## src/rtl/cnt_sweep_pkg.sv

```systemverilog
// Shared types and default sizes for the triangular sweep controller.
package cnt_sweep_pkg;

  localparam int unsigned DEF_WIDTH = 4;
  localparam int unsigned DEF_REP_W = 4;

  typedef enum logic [2:0] {
    S_IDLE,
    S_LOAD,
    S_UP,
    S_DOWN,
    S_DONE
  } state_t;

endpackage

```

## src/rtl/cnt_sweep_ctrl_updown_cnt_core.sv

```systemverilog
// Loadable up/down counter: load has priority over en, up selects direction.
module updown_cnt_core #(
  parameter int unsigned WIDTH = 4
) (
  input  logic             clock,
  input  logic             rst,
  input  logic             load,
  input  logic             en,
  input  logic             up,
  input  logic [WIDTH-1:0] din,
  output logic [WIDTH-1:0] q
);

  // Counter register: load, else step by one in the selected direction, else hold.
  always_ff @(posedge clock or posedge rst) begin
    if (rst) begin
      q <= '0;
    end else if (load) begin
      q <= din;
    end else if (en) begin
      q <= up ? q + 1'b1 : q - 1'b1;
    end
  end

endmodule

```

## src/rtl/cnt_sweep_ctrl.sv

```systemverilog
// Sequences an up/down counter through lo->hi->lo sweeps, a commanded number of times.
module cnt_sweep_ctrl
  import cnt_sweep_pkg::*;
#(
  parameter int unsigned WIDTH = DEF_WIDTH,
  parameter int unsigned REP_W = DEF_REP_W
) (
  input  logic             clock,
  input  logic             rst,
  input  logic             cmd_valid,
  output logic             cmd_ready,
  input  logic [WIDTH-1:0] cmd_lo,
  input  logic [WIDTH-1:0] cmd_hi,
  input  logic [REP_W-1:0] cmd_reps,
  input  logic             abort,
  output logic [WIDTH-1:0] count,
  output logic             dir,
  output logic             busy,
  output logic             done,
  output logic             err
);

  localparam logic [REP_W-1:0] REP_ONE = REP_W'(1);

  state_t           state, state_nxt;
  logic [WIDTH-1:0] lo_r, hi_r;
  logic [REP_W-1:0] reps_left;
  logic             err_r;
  logic             cnt_load, cnt_en;
  logic [WIDTH-1:0] cnt_inc, cnt_dec;
  logic             accept, bad_cmd, sweep_end, abort_act;

  assign accept    = (state == S_IDLE) && cmd_valid;
  assign bad_cmd   = cmd_lo > cmd_hi;
  assign cnt_inc   = count + 1'b1;
  assign cnt_dec   = count - 1'b1;
  assign sweep_end = (state == S_DOWN) && (cnt_dec == lo_r);
  assign abort_act = abort && (state != S_IDLE);

  updown_cnt_core #(.WIDTH(WIDTH)) u_core (
    .clock (clock),
    .rst   (rst),
    .load  (cnt_load),
    .en    (cnt_en),
    .up    (state == S_UP),
    .din   (lo_r),
    .q     (count)
  );

  // State register.
  always_ff @(posedge clock or posedge rst) begin
    if (rst) state <= S_IDLE;
    else     state <= state_nxt;
  end

  // Next-state and counter controls; abort overrides everything outside IDLE.
  always_comb begin
    state_nxt = state;
    cnt_load  = 1'b0;
    cnt_en    = 1'b0;
    case (state)
      S_IDLE: if (accept && !bad_cmd) state_nxt = S_LOAD;
      S_LOAD: begin
        cnt_load  = 1'b1;
        state_nxt = (lo_r == hi_r) ? S_DONE : S_UP;
      end
      S_UP: begin
        cnt_en = 1'b1;
        if (cnt_inc == hi_r) state_nxt = S_DOWN;
      end
      S_DOWN: begin
        cnt_en = 1'b1;
        if (sweep_end) state_nxt = (reps_left == REP_ONE) ? S_DONE : S_UP;
      end
      S_DONE:  state_nxt = S_IDLE;
      default: state_nxt = S_IDLE;
    endcase
    if (abort_act) begin
      state_nxt = S_IDLE;
      cnt_load  = 1'b0;
      cnt_en    = 1'b0;
    end
  end

  // Command capture, repetition bookkeeping and the rejected-command pulse.
  always_ff @(posedge clock or posedge rst) begin
    if (rst) begin
      lo_r      <= '0;
      hi_r      <= '0;
      reps_left <= '0;
      err_r     <= 1'b0;
    end else begin
      err_r <= accept && bad_cmd;
      if (accept && !bad_cmd) begin
        lo_r      <= cmd_lo;
        hi_r      <= cmd_hi;
        reps_left <= (cmd_reps == '0) ? REP_ONE : cmd_reps;
      end else if (abort_act) begin
        reps_left <= '0;
      end else if (sweep_end) begin
        reps_left <= reps_left - 1'b1;
      end
    end
  end

  assign cmd_ready = (state == S_IDLE);
  assign busy      = (state != S_IDLE);
  assign dir       = (state == S_UP);
  assign done      = (state == S_DONE);
  assign err       = err_r;

endmodule

```

## config.mk

```make
export PLATFORM = sky130hd
export DESIGN_NAME = cnt_sweep_ctrl
export DESIGN_NICKNAME = d
export VERILOG_FILES = /design/src/rtl/cnt_sweep_pkg.sv /design/src/rtl/cnt_sweep_ctrl_updown_cnt_core.sv /design/src/rtl/cnt_sweep_ctrl.sv
export SDC_FILE = /design/constraint.sdc
export NUM_CORES = 1
export LEC_CHECK = 0
export ABC_AREA = 1
export CAP_MARGIN = 20
export CORE_MARGIN = 5
export CORE_UTILIZATION = 47
export DETAILED_ROUTE_END_ITERATION = 16
export PLACE_DENSITY = 0.79
export SYNTH_ARGS = -nofsm -noshare
export SYNTH_HDL_FRONTEND = slang
export SYNTH_SLANG_ARGS = --single-unit
export TNS_END_PERCENT = 50
```

## constraint.sdc

```tcl
create_clock -name clock -period 2.3 [get_ports clock]
set_input_delay 0.46 -clock clock [delete_from_list [all_inputs] [get_ports clock]]
set_output_delay 0.46 -clock clock [all_outputs]
set_load 0.005 [all_outputs]
```

Yosys cells after proc, flatten, opt, wreduce, memory -nomap -nowiden
Cells that the tools add are included.

cells by class
  equal/unequal tests = 11
  reduce and logical (&&, ||, !) cells = 13
  magnitude comparators = 1
  muxes and demuxes = 18
  add/sub/neg operators = 3

operators by type and width
  kind                   count
  $mux W4                7
  $mux W3                6
  $eq A4 B4 Y1           3
  $pmux W3 S4            1
  $sub A4 B1 Y4 const B  2
  $eq A3 B2 Y1 const B   2
  $ne A3 B3 Y1 const B   2
  $reduce_bool A3 Y1     2
  $logic_and A1 B1 Y1    5
  $add A4 B1 Y4 const B  1
  $eq A4 B1 Y1 const B   1
  $gt A4 B4 Y1           1
  $logic_not A4 Y1       1
  $mux W1                4
  $eq A3 B1 Y1 const B   1
  $eq A3 B3 Y1 const B   1
  $logic_not A3 Y1       1
  $ne A3 B1 Y1 const B   1
  $reduce_and A3 Y1      1
  $reduce_bool A2 Y1     1
  $reduce_or A2 Y1       1
  $logic_not A1 Y1       1

word-level totals
  input bits = 16
  bits in registers = 20
  output and inout bits = 9
  word-level logic and storage cells = 52

Logic depth before layout (Yosys ltp)
  word-level depth = 6
  gate-level depth with buffers = 12
  mapped depth without buffers = 12

Modules after synthesis
From an unflattened synthesis, not the netlist that was laid out.

second synthesis, totals
  cell total of the unflattened synthesis = 233
  area, all modules = 1615.3 µm²

modules (own cells, without submodules)
  module           instances  area each (µm²)  seq. area each (µm²)  cells each
  cnt_sweep_ctrl   1          1321.3           400.4                 195
  updown_cnt_core  1          294.0            100.1                 38

Worst setup path after synthesis
No wires, ideal clock.

  path type = register to register
  start = register u_core.q[0]
  end = register state[1]
  buffers on the path = 0
  arrival time = 1.589 ns
  clock period less this slack = 1.709 ns
  required time = 2.180 ns
  library setup time = 0.120 ns
  stages on the path, launching flop included = 13
  slack = 0.591 ns
  cells stage by stage = dfrtp_1 > inv_2 > ha_1 > nand2_1 > inv_1 > nor2_1 > nand3_2 > nor2_4 > nand2_2 > nand3_2 > nand2_1 > clkinv_1 > o21ai_1

between the ends
  longest elaborated chain between the ends = 5
  elaborated cells between the ends (all ways) = 8
  those cells by class = add/sub (2); eq/ne (4); reduce/logical (2)

RTL lines
  item                                  line                                  source
  start, declared                       cnt_sweep_ctrl_updown_cnt_core.sv:11  output logic [WIDTH-1:0] q
  start signal, assigned                cnt_sweep_ctrl_updown_cnt_core.sv:19  q <= din;
  start signal, assigned                cnt_sweep_ctrl_updown_cnt_core.sv:21  q <= up ? q + 1'b1 : q - 1'b1;
  $sub A4 B1 Y4                         cnt_sweep_ctrl.sv:36                  assign cnt_dec = count - 1'b1;
  $eq A4 B4 Y1                          cnt_sweep_ctrl.sv:37                  assign sweep_end = (state == S_DOWN) && (cnt_dec == lo_r);
  $logic_and A1 B1 Y1                   cnt_sweep_ctrl.sv:37
  $ne A3 B3 Y1 (no source line)         n/a
  $reduce_and A3 Y1 (no source line) *  n/a
  end signal, assigned                  cnt_sweep_ctrl.sv:53                  else state <= state_nxt;
  end, declared                         cnt_sweep_ctrl.sv:25                  state_t state, state_nxt;

Mark *: on every way between the ends. The rest lies on a longest branch, timed or not.
A chain may end at the register's enable or synchronous reset.

Worst setup path after layout
  start = register state[2]
  end = output dir

between the ends
  longest elaborated chain between the ends = 1

RTL lines
  item           line                   source
  $eq A3 B2 Y1   cnt_sweep_ctrl.sv:108  assign dir = (state == S_UP);
  end, declared  cnt_sweep_ctrl.sv:17   output logic dir,

Every way passes these cells.

==> summary.txt <==
Worst setup path
  – Crit. End Element: output port
  – Crit-path slowest cell: clkdlybuf4s50_1
  – Worst r2r path cells: 12
  – RR Endpoint: state[1]
  – Kind of critical path: reg -> out
  – Critical Path RT: around 1.8 ns
  – Startpoint Class: flop
  – RR Startpoint: u_core.q[0]
  – Crit path from: state[2]
  – Cells along the critical path: nor2_1 -> nand2_1 -> inv_2 -> clkdlybuf4s50_1
  – Kind of cell adding the most delay to the critical path: buffers and inverters
  – Max FO, Critical Path: 5
  – Reg2Reg Setup Slack: 0.42 ns
  – Critical path buffers and inverters: 2
  – CP max stage delay: 0.51 ns
  – Worst Path Arrival: 1.76 ns

Clock tree
  – H-tree depth: 1
  – Clk Latency, worst-skew pair: about 0.30 ns
  – Maximum root-to-sink buffer count: 2
  – CTS root buf: clkbuf_4
  – Clk sinks: 20
  – Clock transition at path regs: 0.12 ns
  – CTS tree: built
  – CTS Buf Count: 3
  – Hold_buf cts: 0

Power and ir drop
  – Clock power share: under 10%
  – Net Sw Frac: about half
  – P_int: 1270 uW
  – Leak pwr: 0.000938 uW
  – Comb pwr share: 62.2%
  – Psw: 1180 uW
  – PD cells: 1280 nW/um2
  – Max rail drop VDD: between 0.5 and 0.6 mV
  – Sequential share of power: a little under 30%

Timing
  – # setup viols final: 0
  – Final period utilization: ~96%
  – RSZ-0062 raised after global routing: false
  – Tmin final: 2.22 ns
  – Final hold vios: 0
  – Worst-margin pin slew: 0.357 ns
  – FMAX: 451 MHz
  – Worst rel slew slack: 76.2%
  – Setup Skew: about 0.0016 ns
  – Fin. max-slew vios: 0
  – Setup WS post-layout: around 0.084 ns
  – Setup TNS Final: 0 ns

Logic synthesis
  – Top post-synthesis cells by count: nand2_1, nand3_1, inv_1
  – Area leader, netlist: dfrtp_1
  – Cell count after synthesis: 218
  – Number of synthesized register bits: 20
  – Synth async-reset ratio: 100%
  – Top cell type's share of synthesized area: 31.2%
  – Top-count cell post-synth: nand2_1
  – Most used DFF post-synth: dfrtp_1
  – Warnings, synthesis: 0
  – Sequential area share after synthesis: 31.2%
  – Synthesized Nets: roughly 240
  – Number of synthesized flops with an enable pin: 0
  – Cell variety after synth: 32
  – Post-Synthesis Cell Area: 1600 um2
  – Largest cells by area after synthesis: dfrtp_1, nand2_1, nand3_1, ha_1, inv_1
  – Avg Cell Area, Syn: between 7 and 8 um2

Routing
  – Pre-antenna DRT Iters: 4
  – Initial DRC Count: 64
  – Final antenna-violating net count: 0
  – Wirelength, routed: 3120 um
  – Residual DRC count: 0
  – DR WL/cell: 10.8 um
  – Via density per instance: 4.74
  – Vias: 1,374

GRT
  – Vias in the first global route: 1,228
  – GR Overflow Total: 0
  – First-pass GRT wire length: about 5400 um
  – Total GRT Usage: 15.1%
  – Initial antenna violation count: 0
  – Largest net degree at the start of global routing: 25

Die
  – Initial Utilization: roughly half
  – Die Footprint: 4680 um2
  – Die W: 68.4 um
  – Ports: 25
  – Core area: 3310 um2
  – Site Rows: 21
  – Chip Height: 68.4 um

Final layout
  – Synth-to-Final Area Change: 19.4%
  – Finished Core Util: slightly below 60%
  – Proportion of layout cells with a drive suffix above 1: 15.2%
  – Final #Nets: 269
  – Antenna cell count: 0

Placement
  – Detailed Place HPWL: 2540 um
  – GPL Wtd Cong: 0.900
  – Port bufs: 24
  – Post-Place Setup Slack: roughly 0.057 ns

Worst hold path
  – Hold/Removal Path Class: in -> async

Run
  – # Max-Cap Violations: 0

Status
  – Status: finished clean
[power by group through the flow]
stage | combinational (uW) | sequential [uW] | clock, uW
2_1_floorplan | 1230 | 664 | 0
3_3_place_gp | 1500 | 719 | 0
3_5_place_dp | 1530 | 723 | 0
4_1_cts | 1540 | 715 | 222
5_1_grt | 1730 | 745 | 237
6_report | 1520 | 716 | 210
[how the worst max path moves through the flow]
stage	slack [ns]	cells after the start	to
finish	0.08	4	dir
global placement	0.14	10	state[0]
global route	0.01	4	dir
CTS	0.04	4	dir
floorplan	0.59	12	state[1]
detailed placement	0.06	10	state[0]
[tightest hold or removal path: cells and delay by family]
| family | cells | cell delay, ns |
|---|---|---|
| buffers and inverters | 3 | 0.70 |
[layout make-up]
| cell class | count | area, um2 |
|---|---|---|
| Fill cell | 339 | 1400 |
| Tap cell | 46 | 57.6 |
| Clock buffer | 4 | 36.3 |
| Sequential cell | 20 | 502 |
| Timing Repair Buffer | 26 | 255 |
| Inverter | 30 | 115 |
| Multi-Input combinational cell | 164 | 948 |
[registers in the layout, indices dropped and copies added (netlist names)]
signal / flops
err: 1
hi_r: 4
lo_r: 4
reps_left: 4
state: 3
u_core.q: 4
[cells in the final DEF, fill, tap and decap left out, drive strengths merged, types with 3 or more instances in the layout]
cell type / instances
xnor2: 7
nor3: 3
dfrtp: 20
nand3: 27
o21ai: 11
nand2: 64
nor2: 24
ha: 8
inv: 29
a21oi: 7
clkbuf: 4
clkdlybuf4s50: 24
nand4: 4
[timing repair]
action                                  in CTS  in global routing
endpoints found under the setup margin       0                  1
resized for setup                            0                  1
setup buffers                                0                  0
[metal layers]
layer	routed length (um)	track usage, %	part of all wire, %	vias up
li1	-	-	-	752
met1	1550	20.7	50	592
met2	1390	24.1	45	28
met3	138	0.985	4.4	2
met4	40	6.70	1.3	0
met5	0	0	0	-
[cells by family (layout without fill, tap and decap cells)]
kind of cell    after synthesis  after routing  share of synthesized area (%)
compound gates               22             22                           8.90
fa+ha+maj                     8              8                           6.25
xor+xnor                      9              9                           4.92
simple gates                125            125                           39.1
flops                        20             20                           31.2
buf+inv                      34             60                           9.60
[per-stage QoR]
stage	hold WS [ns]	cells	power, uW	area, um2
6_report	0.462	290	2450	1910
5_1_grt	0.500	290	2710	1910
4_1_cts	0.461	290	2480	1910
3_5_place_dp	0.550	286	2260	1880
3_3_place_gp	0.547	286	2220	1880
2_1_floorplan	0.424	218	1890	1600
No activity file was read; power rests on OpenSTA's default activity.
